$ cat config.mk
export PLATFORM = sky130hd
export DESIGN_NAME = inst_fetch_bridge
export DESIGN_NICKNAME = d
export VERILOG_FILES = /design/src/rtl/inst_fetch_bridge.sv
export SDC_FILE = /design/constraint.sdc
export NUM_CORES = 1
export LEC_CHECK = 0
export CAP_MARGIN = 20
export CELL_PAD_IN_SITES_DETAIL_PLACEMENT = 1
export CELL_PAD_IN_SITES_GLOBAL_PLACEMENT = 1
export CORE_UTILIZATION = 31
export CTS_CLUSTER_DIAMETER = 40
export DETAILED_ROUTE_END_ITERATION = 10
export HOLD_SLACK_MARGIN = 0.15
export PLACE_DENSITY_LB_ADDON = 0.1
export SYNTH_ARGS = -nofsm -noshare
export SYNTH_HDL_FRONTEND = slang
export SYNTH_SLANG_ARGS = --single-unit
$ cat constraint.sdc
create_clock -name clk -period 1.9 [get_ports clk]
set_clock_uncertainty 0.1 [all_clocks]
set_input_delay 0.19 -clock clk [delete_from_list [all_inputs] [get_ports clk]]
set_output_delay 0.19 -clock clk [all_outputs]
set_load 0.01 [all_outputs]
$ cat src/rtl/inst_fetch_bridge.sv
// inst_fetch_bridge: PC-side fetch responder on an SRAM-like instruction bus.
// One bus transaction at a time; flushes turn in-flight responses into
// discards so a stale instruction never reaches decode.
// Optional build macro IFETCH_PERF_CNT_EN adds handoff/stall counters.
module inst_fetch_bridge #(
  parameter int ADDR_W = 32,
  parameter int DATA_W = 32
) (
  input  logic              clk,
  input  logic              rst,
  input  logic              fetch_valid,
  input  logic [ADDR_W-1:0] fetch_addr,
  input  logic              flush,
  input  logic              pipe_stall,
  output logic              fetch_stall,
  output logic [DATA_W-1:0] inst,
  output logic              inst_valid,
  output logic              inst_adel,
  output logic              inst_req,
  output logic              inst_wr,
  output logic [1:0]        inst_size,
  output logic [ADDR_W-1:0] inst_addr,
  input  logic              inst_addr_ok,
  input  logic              inst_data_ok,
  input  logic [DATA_W-1:0] inst_rdata
`ifdef IFETCH_PERF_CNT_EN
  ,
  output logic [31:0]       perf_fetch_cnt,
  output logic [31:0]       perf_stall_cnt
`endif
);

  typedef enum logic [2:0] {IDLE, REQ, WAIT, DONE, DISCARD} state_t;

  state_t state, nxt;
  logic   kill, kill_nxt;
  logic   lat_addr, cap_data, set_adel;

  // next-state and datapath strobes
  always_comb begin
    nxt      = state;
    kill_nxt = kill;
    lat_addr = 1'b0;
    cap_data = 1'b0;
    set_adel = 1'b0;
    case (state)
      IDLE: begin
        if (fetch_valid && !flush) begin
          if (fetch_addr[1:0] != 2'b00) begin
            nxt      = DONE;
            set_adel = 1'b1;
          end else begin
            nxt      = REQ;
            lat_addr = 1'b1;
          end
        end
      end
      REQ: begin
        // request stays up until accepted; a flush only marks it for discard
        if (inst_addr_ok) begin
          nxt      = (kill || flush) ? DISCARD : WAIT;
          kill_nxt = 1'b0;
        end else if (flush) begin
          kill_nxt = 1'b1;
        end
      end
      WAIT: begin
        if (inst_data_ok) begin
          nxt      = flush ? IDLE : DONE;
          cap_data = !flush;
        end else if (flush) begin
          nxt = DISCARD;
        end
      end
      DISCARD: if (inst_data_ok) nxt = IDLE;
      DONE:    if (flush || !pipe_stall) nxt = IDLE;
      default: nxt = IDLE;
    endcase
  end

  // state and kill flag
  always_ff @(posedge clk or negedge rst) begin
    if (!rst) begin
      state <= IDLE;
      kill  <= 1'b0;
    end else begin
      state <= nxt;
      kill  <= kill_nxt;
    end
  end

  // bus address latch
  always_ff @(posedge clk or negedge rst) begin
    if (!rst)          inst_addr <= '0;
    else if (lat_addr) inst_addr <= fetch_addr;
  end

  // instruction and address-error capture, held while in DONE
  always_ff @(posedge clk or negedge rst) begin
    if (!rst) begin
      inst      <= '0;
      inst_adel <= 1'b0;
    end else if (cap_data) begin
      inst      <= inst_rdata;
      inst_adel <= 1'b0;
    end else if (set_adel) begin
      inst      <= '0;
      inst_adel <= 1'b1;
    end
  end

  assign inst_req    = (state == REQ);
  assign inst_valid  = (state == DONE);
  assign inst_wr     = 1'b0;
  assign inst_size   = 2'b10;
  // PC may only advance on the handoff cycle; held at 0 during reset
  assign fetch_stall = rst && fetch_valid && !(state == DONE && !pipe_stall);

`ifdef IFETCH_PERF_CNT_EN
  logic handoff;
  assign handoff = (state == DONE) && !pipe_stall && !flush;

  // handoff and stall-cycle counters, free-running with wrap
  always_ff @(posedge clk or negedge rst) begin
    if (!rst) begin
      perf_fetch_cnt <= '0;
      perf_stall_cnt <= '0;
    end else begin
      if (handoff)     perf_fetch_cnt <= perf_fetch_cnt + 32'd1;
      if (fetch_stall) perf_stall_cnt <= perf_stall_cnt + 32'd1;
    end
  end
`endif

endmodule
==> Word level (Yosys, flattened, before mapping) <==
Index checks and enable logic that the tools add are counted.
{ "classes": {"n_reduce_logical": 15, "n_eq_ne": 9, "muxes": 24} }
{ "ops": {"columns": ["cell", "n"], "rows": [
  ["32-bit two-way mux", 2],
  ["3-bit two-way mux", 7],
  ["3-bit case mux with 5 select lines", 1],
  ["1-bit two-way mux", 12],
  ["3-bit by 2-bit == test with 1-bit output, second input constant", 2],
  ["2-bit nonzero test", 3],
  ["5-bit AND reduction", 1],
  ["1-bit logical AND", 4],
  ["2-bit two-way mux", 2],
  ["2-bit by 1-bit != test with 1-bit output, second input constant", 2],
  ["2-bit != test, second input constant", 2],
  ["3-bit by 1-bit == test with 1-bit output, second input constant", 1],
  ["3-bit == test, second input constant", 1],
  ["1-bit zero test", 3],
  ["3-bit zero test", 1],
  ["3-bit != test, second input constant", 1],
  ["1-bit logical OR", 2],
  ["2-bit AND reduction", 1]
]} }
{ "word_totals": {"register_bits": 69, "wordCells": 53, "in_bits": 71} }

==> Logic depth before layout (Yosys ltp) <==
Gate-level depths: netlist (run 1).
{ "logic_depth": {"ltp_word": 6, "ltp_mapped": 5, "ltp_nobuf": 4} }

==> Worst setup path after synthesis (run 1) <==
No wires, ideal clock.
{ "synth_timing": {"kind": "register to register", "from": "register state[2]", "to": "register inst_addr[10]", "slack_ns": 0.166, "setup_time_ns": 0.125, "n_path_buf": 1, "arrival_time_ns": 1.509, "period_less_slack_ns": 1.734, "stages_incl_launch_ff": 6, "cell_sequence": "dfrtp_1 > or3_4 > nor2_4 > nand2_4 > buf_6 > mux2_4"} }
{ "synth_via": {"elab_chain_len": 2} }
{ "synth_lines": {"columns": ["element", "line_no", "text"], "rows": [
  ["from (decl)", "35", "state_t state, nxt;"],
  ["from (signal assigned)", "87", "state <= nxt;"],
  ["3-bit zero test", "46", "case (state)"],
  ["1-bit two-way mux", "46", null],
  ["to (signal assigned)", "95", "else if (lat_addr) inst_addr <= fetch_addr;"],
  ["to (decl)", "22", "output logic [ADDR_W-1:0] inst_addr,"]
]} }
No other way between the ends.
A chain may end at the register's enable or synchronous reset.

==> Worst setup path after layout (run 1) <==
{ "layout_timing": {"from": "register state[2]", "to": "output fetch_stall"} }
{ "layout_via": {"elab_chain_len": 4} }
{ "layout_lines": {"columns": ["element", "line_no", "text"], "rows": [
  ["3-bit by 2-bit == test with 1-bit output", "117", "assign fetch_stall = rst && fetch_valid && !(state == DONE && !pipe_stall);"],
  ["1-bit logical AND", "117", null],
  ["1-bit zero test", "117", null],
  ["1-bit logical AND", "117", null],
  ["to (decl)", "15", "output logic fetch_stall,"]
]} }
No other way between the ends.

==> Implementation_results.wiki, run 1 <==
{| class="wikitable"
! Metric !! Value
|-
| Maximum vdd ir drop || 0.593 mV
|-
| CP Capture Type || primary output
|-
| Max incr delay on CP || 0.39 ns
|-
| Clock period minus worst slack || 1.81 ns
|-
| Global-route wire length before repair || 12200 microns
|-
| DIE WIDTH || 97.3 microns
|-
| Worst hold slack after final layout || 0.360 ns
|-
| Max-cap viol count || 0
|-
| Min-Delay Path Class || in -> reg
|-
| Detail-routed net length per standard cell || 16.5 microns
|-
| Power per standard cell area || 1510 nW/um^2
|-
| Start-to-end type of the worst setup path || reg -> out
|-
| Signed area change from the synthesized netlist to the final layout || 63.2%
|-
| Routability-driven placement congestion ratio || 0.842
|-
| Maximum net fanout on the critical path || 6
|-
| Data arrival time of the worst path || 1.52 ns
|-
| Proportion of layout cells with a drive suffix above 1 || 0.204
|-
| Core Region || 8760 sq um
|-
| Number of instances in the synthesized netlist || 187
|-
| Clock tree from TritonCTS || done
|-
| Unrepaired setup endpoints after global routing || no
|-
| Overall via count from detail_route || 2108
|-
| All-layer global routing usage || 0.164
|-
| PortBufs || 138
|-
| Ratio of routed vias to standard cells || 4.67
|-
| Detailed placement HPWL || 5160 microns
|-
| FILL cells || 891
|-
| Mean post-synth cell area || 15.1 sq um
|-
| Post-Synthesis Cell Area || 2820 sq um
|-
| Number of distinct standard cells referenced by the synthesized netlist || 30
|-
| Register area share after synthesis || 0.613
|-
| Final Hold Viols || 0
|-
| Number of design rule violations left after detail routing || 0
|-
| Routed WL || 7440 microns
|-
| Effective utilization at floorplan || 0.321
|-
| Number of nets with antenna violations after routing || 0
|-
| Remaining max-slew budget at the tightest pin || 0.418
|-
| Die Outline Area || 9470 sq um
|-
| Clock Sinks || 69
|-
| Pre-CTS WS || -0.0522 ns
|-
| Die H || 97.3 microns
|-
| CP Data Required Time || 1.61 ns
|-
| Final count of negative-setup-slack endpoints || 0
|-
| Clock transition at the registers of the reported paths || 0.08 ns
|-
| Depth of the CTS H-tree || 3
|-
| Latest clock arrival within the worst-skew pair || 0.33 ns
|-
| Antenna diodes || 0
|-
| Crit-path cells || buf_4 -> nor2_1 -> and2_1 -> a21oi_1 -> dlygate4sd2_1
|-
| Max Clock Freq || 553 MHz
|-
| Number of warning messages in the yosys log || 0
|-
| Result of the run || complete, no violations
|-
| Period utilisation layout || 0.951
|-
| Final-report max-slew violation count || 0
|-
| Number of cell rows || 34
|-
| Net count of the finished layout || 409
|-
| Flip-flop and latch count after synthesis || 69
|-
| Maximum count of clock buffers along a single path || 2
|-
| Count of TritonRoute iterations in the first routing pass || 4
|-
| Root buffer selected by CTS || sky130_fd_sc_hd__clkbuf_8
|-
| Worst-case setup margin in the final layout || 0.0931 ns
|-
| Nature of the critical path startpoint || flop
|-
| Number of antenna violations at the first check in global routing || 0
|-
| Lkg Pwr || 0.00213 uW
|-
| Largest net degree at the start of global routing || 70
|-
| Io pins || 142
|-
| Vias in the first global route || 2287
|-
| Cell with the biggest individual delay on the critical path || sky130_fd_sc_hd__dfrtp_1
|-
| Detailed Route Iter0 Violations || 51
|-
| Number of buffers added by the clock tree synthesis step || 9
|-
| Global-route congestion overflow total || 0
|-
| Tightest Pin Transition || 0.874 ns
|}
-- kinds of logic after synthesis --
group                  count (synthesis)  share of synthesized area
flip-flops                            69                      0.613
other                                  2                    0.00267
multiplexers                          30                      0.157
buffers and inverters                 15                     0.0413
AND/OR/NAND/NOR                       26                     0.0582
AO/OA/AOI/OAI                         45                      0.128
-- area by class of cell --
class                   instances  area, sq um  share of cell area
flip-flops and latches         69         1730               0.376
inverters                       2         7.51             0.00163
clock inverters                 6         86.3              0.0188
multi-input cells             104          985               0.214
repair buffers                152         1520               0.330
clock buffers                  10          138              0.0299
well taps                     108          135              0.0294
-- report_power, final --
part | internal [uW] | switching, uW | total, uW
clock network | 773 | 561 | 1330
registers | 2140 | 378 | 2520
logic | 1990 | 1090 | 3070
total | 4900 | 2020 | 6930
-- what timing repair did --
item / in CTS / in global routing
hold buffers: 1 / 0
endpoints found under the hold margin: 69 / 0
endpoints found under the setup margin: 3 / 1
buffers inserted: 0 / 1
resized for setup: 5 / 0
-- flip-flops by register name (all words and copies together), names as in the netlist --
name,count
kill,1
inst_addr,32
inst,32
state,3
inst_adel,1
-- worst paths after layout --
kind | endpoint | depth (start not counted) | from | slack (ns)
setup / recovery | fetch_stall | 5 | state[2]$_DFFE_PN0P_ | 0.09
hold / removal | inst[19]$_DFFE_PN0P_ | 2 | inst_rdata[19] | 0.36
setup reg to reg | inst[15]$_DFFE_PN0P_ | 5 | state[2]$_DFFE_PN0P_ | 0.16
hold reg to reg | inst_addr[1]$_DFFE_PN0P_ | 1 | inst_addr[1]$_DFFE_PN0P_ | 0.39
max in group asynchronous | state[1]$_DFFE_PN0P_ | 3 | rst | 0.52
min in group asynchronous | kill$_DFFE_PN0P_ | 3 | rst | 0.58
-- per-stage QoR --
stage                     utilization  total power (uW)  cells  TNS [ns]  area (sq um)
after global routing            0.525              7320    451         0          4600
final                           0.525              6930    451         0          4600
after detailed placement        0.497              5630    433     -2.14          4350
after floorplan                     -              3860    188         0          2820
after global placement          0.497              5580    433     -1.58          4350
after CTS                       0.524              7010    450         0          4590
-- Yosys cell counts --
| cell | number | area (sq um) |
|---|---|---|
| sky130_fd_sc_hd__nor2_4 | 2 | 22.5 |
| sky130_fd_sc_hd__o2111ai_1 | 1 | 8.76 |
| sky130_fd_sc_hd__mux2_2 | 2 | 22.5 |
| sky130_fd_sc_hd__and2_1 | 3 | 18.8 |
| sky130_fd_sc_hd__dfrtp_1 | 69 | 1730 |
| sky130_fd_sc_hd__o21ai_0 | 2 | 10.0 |
| sky130_fd_sc_hd__nor3_1 | 1 | 5.00 |
| sky130_fd_sc_hd__or3b_2 | 1 | 8.76 |
| sky130_fd_sc_hd__conb_1 | 2 | 7.51 |
| sky130_fd_sc_hd__or2_2 | 1 | 6.26 |
| sky130_fd_sc_hd__nor2b_1 | 2 | 12.5 |
| sky130_fd_sc_hd__nor2_1 | 5 | 18.8 |
| sky130_fd_sc_hd__buf_6 | 6 | 67.6 |
| sky130_fd_sc_hd__or2_0 | 1 | 6.26 |
| sky130_fd_sc_hd__nand2_4 | 1 | 11.3 |
| sky130_fd_sc_hd__buf_2 | 3 | 15.0 |
| sky130_fd_sc_hd__buf_4 | 3 | 22.5 |
| sky130_fd_sc_hd__or3_4 | 1 | 11.3 |
| sky130_fd_sc_hd__inv_1 | 2 | 7.51 |
| sky130_fd_sc_hd__nand2_1 | 5 | 18.8 |
| sky130_fd_sc_hd__o31a_1 | 1 | 8.76 |
| sky130_fd_sc_hd__a21oi_1 | 7 | 35.0 |
| sky130_fd_sc_hd__clkbuf_1 | 1 | 3.75 |
| sky130_fd_sc_hd__nand2b_1 | 1 | 6.26 |
| sky130_fd_sc_hd__a22o_1 | 32 | 280 |
| sky130_fd_sc_hd__nor3b_1 | 1 | 7.51 |
| sky130_fd_sc_hd__mux2_4 | 28 | 420 |
| sky130_fd_sc_hd__a21o_1 | 1 | 7.51 |
| sky130_fd_sc_hd__a2111oi_0 | 1 | 8.76 |
| sky130_fd_sc_hd__nor3_2 | 1 | 10.0 |
-- cell usage in the layout (no fill, tap or decap), drive strengths merged, types with 2 or more instances in the layout --
cell type      netlist  layout
clkbuf               1      10
nand2                6       6
inv                  2       2
a21oi                7       7
clkinv               0       3
dlygate4sd2          0       3
clkdlybuf4s50        0     134
nor2                 7       7
a22o                32      32
o21ai                2       2
nor2b                2       2
conb                 2       3
bufinv               0       2
buf                 12      14
dfrtp               69      69
mux2                30      30
nor3                 2       2
and2                 3       3
or2                  2       2
-- worst max-delay path, delay by kind of cell, from the launching register on --
family	cells	cell delay [ns]
AND/OR/NAND/NOR	2	0.30
AO/OA/AOI/OAI	1	0.06
flip-flops	1	0.39
buffers and inverters	2	0.44
-- layer usage --
metal / vias up / part of all wire / GRT usage
met3: 6 / 0.052 / 0.0446
met5: - / 0 / 0
met1: 1052 / 0.48 / 0.232
met2: 77 / 0.46 / 0.247
met4: 0 / 0.0075 / 0.0441
li1: 973 / - / -
(Power assumes the default switching activity.)
==> run 2, diff against run 1 <==
--- a/config.mk
+++ b/config.mk
@@ -8,6 +8,7 @@
 export CAP_MARGIN = 20
 export CELL_PAD_IN_SITES_DETAIL_PLACEMENT = 1
 export CELL_PAD_IN_SITES_GLOBAL_PLACEMENT = 1
+export CORE_MARGIN = 4
 export CORE_UTILIZATION = 31
 export CTS_CLUSTER_DIAMETER = 40
 export DETAILED_ROUTE_END_ITERATION = 10
==> run 2 against run 1 <==
  * Clock power is 8% higher
  * Sequential power about the same
  * Critical endpoint is now inst_valid
  * Final cell count grew 0.22%
  * Non-clock buffer count rose by 2
  * Global-route usage shrank 1.4 points
==> Implementation_results.wiki, run 2 (synthesized netlist as in run 1, its figures left out) <==
{| class="wikitable"
! Metric !! Value
|-
| Result of the run || complete, no violations
|-
| Max Clock Freq || 571 MHz
|-
| CP Data Required Time || 1.61 ns
|-
| Clock tree from TritonCTS || done
|-
| Effective utilization at floorplan || 0.321
|-
| Tightest Pin Transition || 0.865 ns
|-
| Final count of negative-setup-slack endpoints || 0
|-
| Final Hold Viols || 0
|-
| Clock transition at the registers of the reported paths || 0.08 ns
|-
| Count of TritonRoute iterations in the first routing pass || 4
|-
| Global-route wire length before repair || 11900 microns
|-
| M1 wire length || 3430 microns
|-
| Die Outline Area || 10700 sq um
|-
| DIE WIDTH || 103 microns
|-
| Origin of the worst min-delay path || inst_rdata[11]
|-
| Overall via count from detail_route || 2131
|-
| Largest net degree at the start of global routing || 70
|-
| Endpoint of the worst hold-timing path || inst[11]$_DFFE_PN0P_
|-
| Remaining max-slew budget at the tightest pin || 0.423
|-
| Global-route congestion overflow total || 0
|-
| FILL cells || 906
|-
| Maximum count of clock buffers along a single path || 2
|-
| Number of cell rows || 34
|-
| Minimum setup slack among reg-to-reg paths || 0.15 ns
|-
| Most common cell after layout, fill and taps aside || sky130_fd_sc_hd__clkdlybuf4s50_1
|-
| Worst hold slack after final layout || 0.343 ns
|-
| Final-report max-slew violation count || 0
|-
| Maximum vdd ir drop || 0.532 mV
|-
| Pre-CTS WS || -0.0409 ns
|-
| Unrepaired setup endpoints after global routing || no
|-
| Net count of the finished layout || 411
|-
| Max-cap viol count || 0
|-
| Critical register-to-register path endpoint || inst[24]$_DFFE_PN0P_
|-
| Io pins || 142
|-
| Worst R2R Start || state[0]$_DFFE_PN0P_
|-
| Most frequent cells in the layout || 134 x sky130_fd_sc_hd__clkdlybuf4s50_1, 68 x sky130_fd_sc_hd__dfrtp_1, 32 x sky130_fd_sc_hd__a22o_1, 28 x sky130_fd_sc_hd__mux2_4, 10 x sky130_fd_sc_hd__buf_4
|-
| Proportion of layout cells with a drive suffix above 1 || 0.206
|-
| Die H || 103 microns
|-
| Maximum net fanout on the critical path || 6
|-
| Vias in the first global route || 2236
|-
| Detailed placement HPWL || 5780 microns
|-
| Data arrival time of the worst path || 1.46 ns
|-
| Hold-critical path depth || 2
|-
| CP Capture Type || primary output
|-
| Routed WL || 7920 microns
|-
| Power per standard cell area || 1520 nW/um^2
|-
| Registers with the most flip-flops || inst (32), inst_addr (32), state (3)
|-
| Depth of the worst register-to-register path || 5
|-
| Nature of the critical path startpoint || flop
|-
| Number of antenna violations at the first check in global routing || 0
|-
| Met3 WL || 562 microns
|-
| Lkg Pwr || 0.00215 uW
|-
| All-layer global routing usage || 0.149
|-
| Top routing layer in use || met4
|-
| Worst-case setup margin in the final layout || 0.147 ns
|-
| Detailed Route Iter0 Violations || 66
|-
| Antenna diodes || 0
|-
| Post-CTS setup-driven buffer insertion count || 0
|-
| Depth of the CTS H-tree || 3
|-
| Number of design rule violations left after detail routing || 0
|-
| Min-Delay Path Class || in -> reg
|-
| Clock Sinks || 69
|-
| Core Region || 8760 sq um
|-
| Wire length on met2 || 3710 microns
|-
| Ratio of routed vias to standard cells || 4.71
|-
| Start-to-end type of the worst setup path || reg -> out
|-
| Number of nets with antenna violations after routing || 0
|-
| Detail-routed net length per standard cell || 17.5 microns
|-
| PortBufs || 138
|-
| Number of buffers added by the clock tree synthesis step || 9
|-
| Routability-driven placement congestion ratio || 0.767
|-
| Period utilisation layout || 0.922
|-
| Root buffer selected by CTS || sky130_fd_sc_hd__clkbuf_8
|-
| Signed area change from the synthesized netlist to the final layout || 64.8%
|-
| Clock period minus worst slack || 1.75 ns
|-
| Latest clock arrival within the worst-skew pair || 0.34 ns
|}
## run 2: cell types whose count changed in the layout (fill, tap and decap cells not counted), sizes merged
cell / before / now
buf: 14 / 16
dlygate4sd2: 3 / 2
bufinv: 2 / 3
clkinvlp: 1 / 0
## run 2: how the worst max path moves through the flow
stage / startpoint / to / slack, ns / depth (start not counted)
floorplan: state[2]$_DFFE_PN0P_ / inst_addr[10]$_DFFE_PN0P_ / 0.17 / 5
global placement: flush / inst_addr[18]$_DFFE_PN0P_ / -0.01 / 6
detailed placement: flush / inst_addr[18]$_DFFE_PN0P_ / -0.04 / 6
CTS: state[1]$_DFFE_PN0P_ / fetch_stall / 0.04 / 5
global route: state[2]$_DFFE_PN0P_ / inst_valid / 0.03 / 4
finish: state[2]$_DFFE_PN0P_ / inst_valid / 0.15 / 4
## run 2: per-layer routing
layer	up-vias	global-route usage
li1	976	-
met1	1056	0.198
met2	84	0.221
met3	15	0.0530
met4	0	0.0657
met5	-	0
## run 2: critical path: stages, from the launching register on
cell and delay (ns):
sky130_fd_sc_hd__dfrtp_1 0.39, sky130_fd_sc_hd__buf_4 0.16, sky130_fd_sc_hd__nor2_1 0.14, sky130_fd_sc_hd__and2_1 0.17, sky130_fd_sc_hd__dlygate4sd2_1 0.28
## run 2: report_power, final
part           total (uW)  internal, uW  leakage [uW]  switching (uW)
Sequential           2540          2140      0.000882             398
Combinational        3070          2000       0.00114            1080
Clock                1430           867      0.000119             567
## run 2: layout make-up
class,count,area [sq um],area share
repair buffers,154,1550,0.335
clock inverters,6,113,0.0243
flip-flops and latches,69,1730,0.372
clock buffers,9,124,0.0267
well taps,108,135,0.0291
multi-input cells,104,980,0.211
inverters,2,7.51,0.00162
## run 2: what timing repair did
action / CTS / global route
cloned: 0 / 0
gates resized for setup: 4 / 2
hold buffers: 1 / 0
endpoints found under the setup margin: 3 / 1
endpoints found under the hold margin: 69 / 0
## run 2: metrics by stage
stage | instance area, sq um | instances | utilization | TNS (ns) | total power (uW)
floorplan | 2820 | 188 | - | 0 | 3860
global route | 4640 | 452 | 0.530 | 0 | 7480
detailed placement | 4400 | 436 | 0.502 | -1.38 | 5680
CTS | 4640 | 452 | 0.530 | 0 | 7170
finish | 4640 | 452 | 0.530 | 0 | 7050
global placement | 4400 | 436 | 0.502 | -0.124 | 5640
==> run 3, diff against run 2 <==
--- a/config.mk
+++ b/config.mk
@@ -12,6 +12,7 @@
 export CORE_UTILIZATION = 31
 export CTS_CLUSTER_DIAMETER = 40
 export DETAILED_ROUTE_END_ITERATION = 10
+export GPL_TIMING_DRIVEN = 1
 export HOLD_SLACK_MARGIN = 0.15
 export PLACE_DENSITY_LB_ADDON = 0.1
 export SYNTH_ARGS = -nofsm -noshare
==> results of run 3 <==
No change in the layout: final DEF, timing and power equal those of run 2.
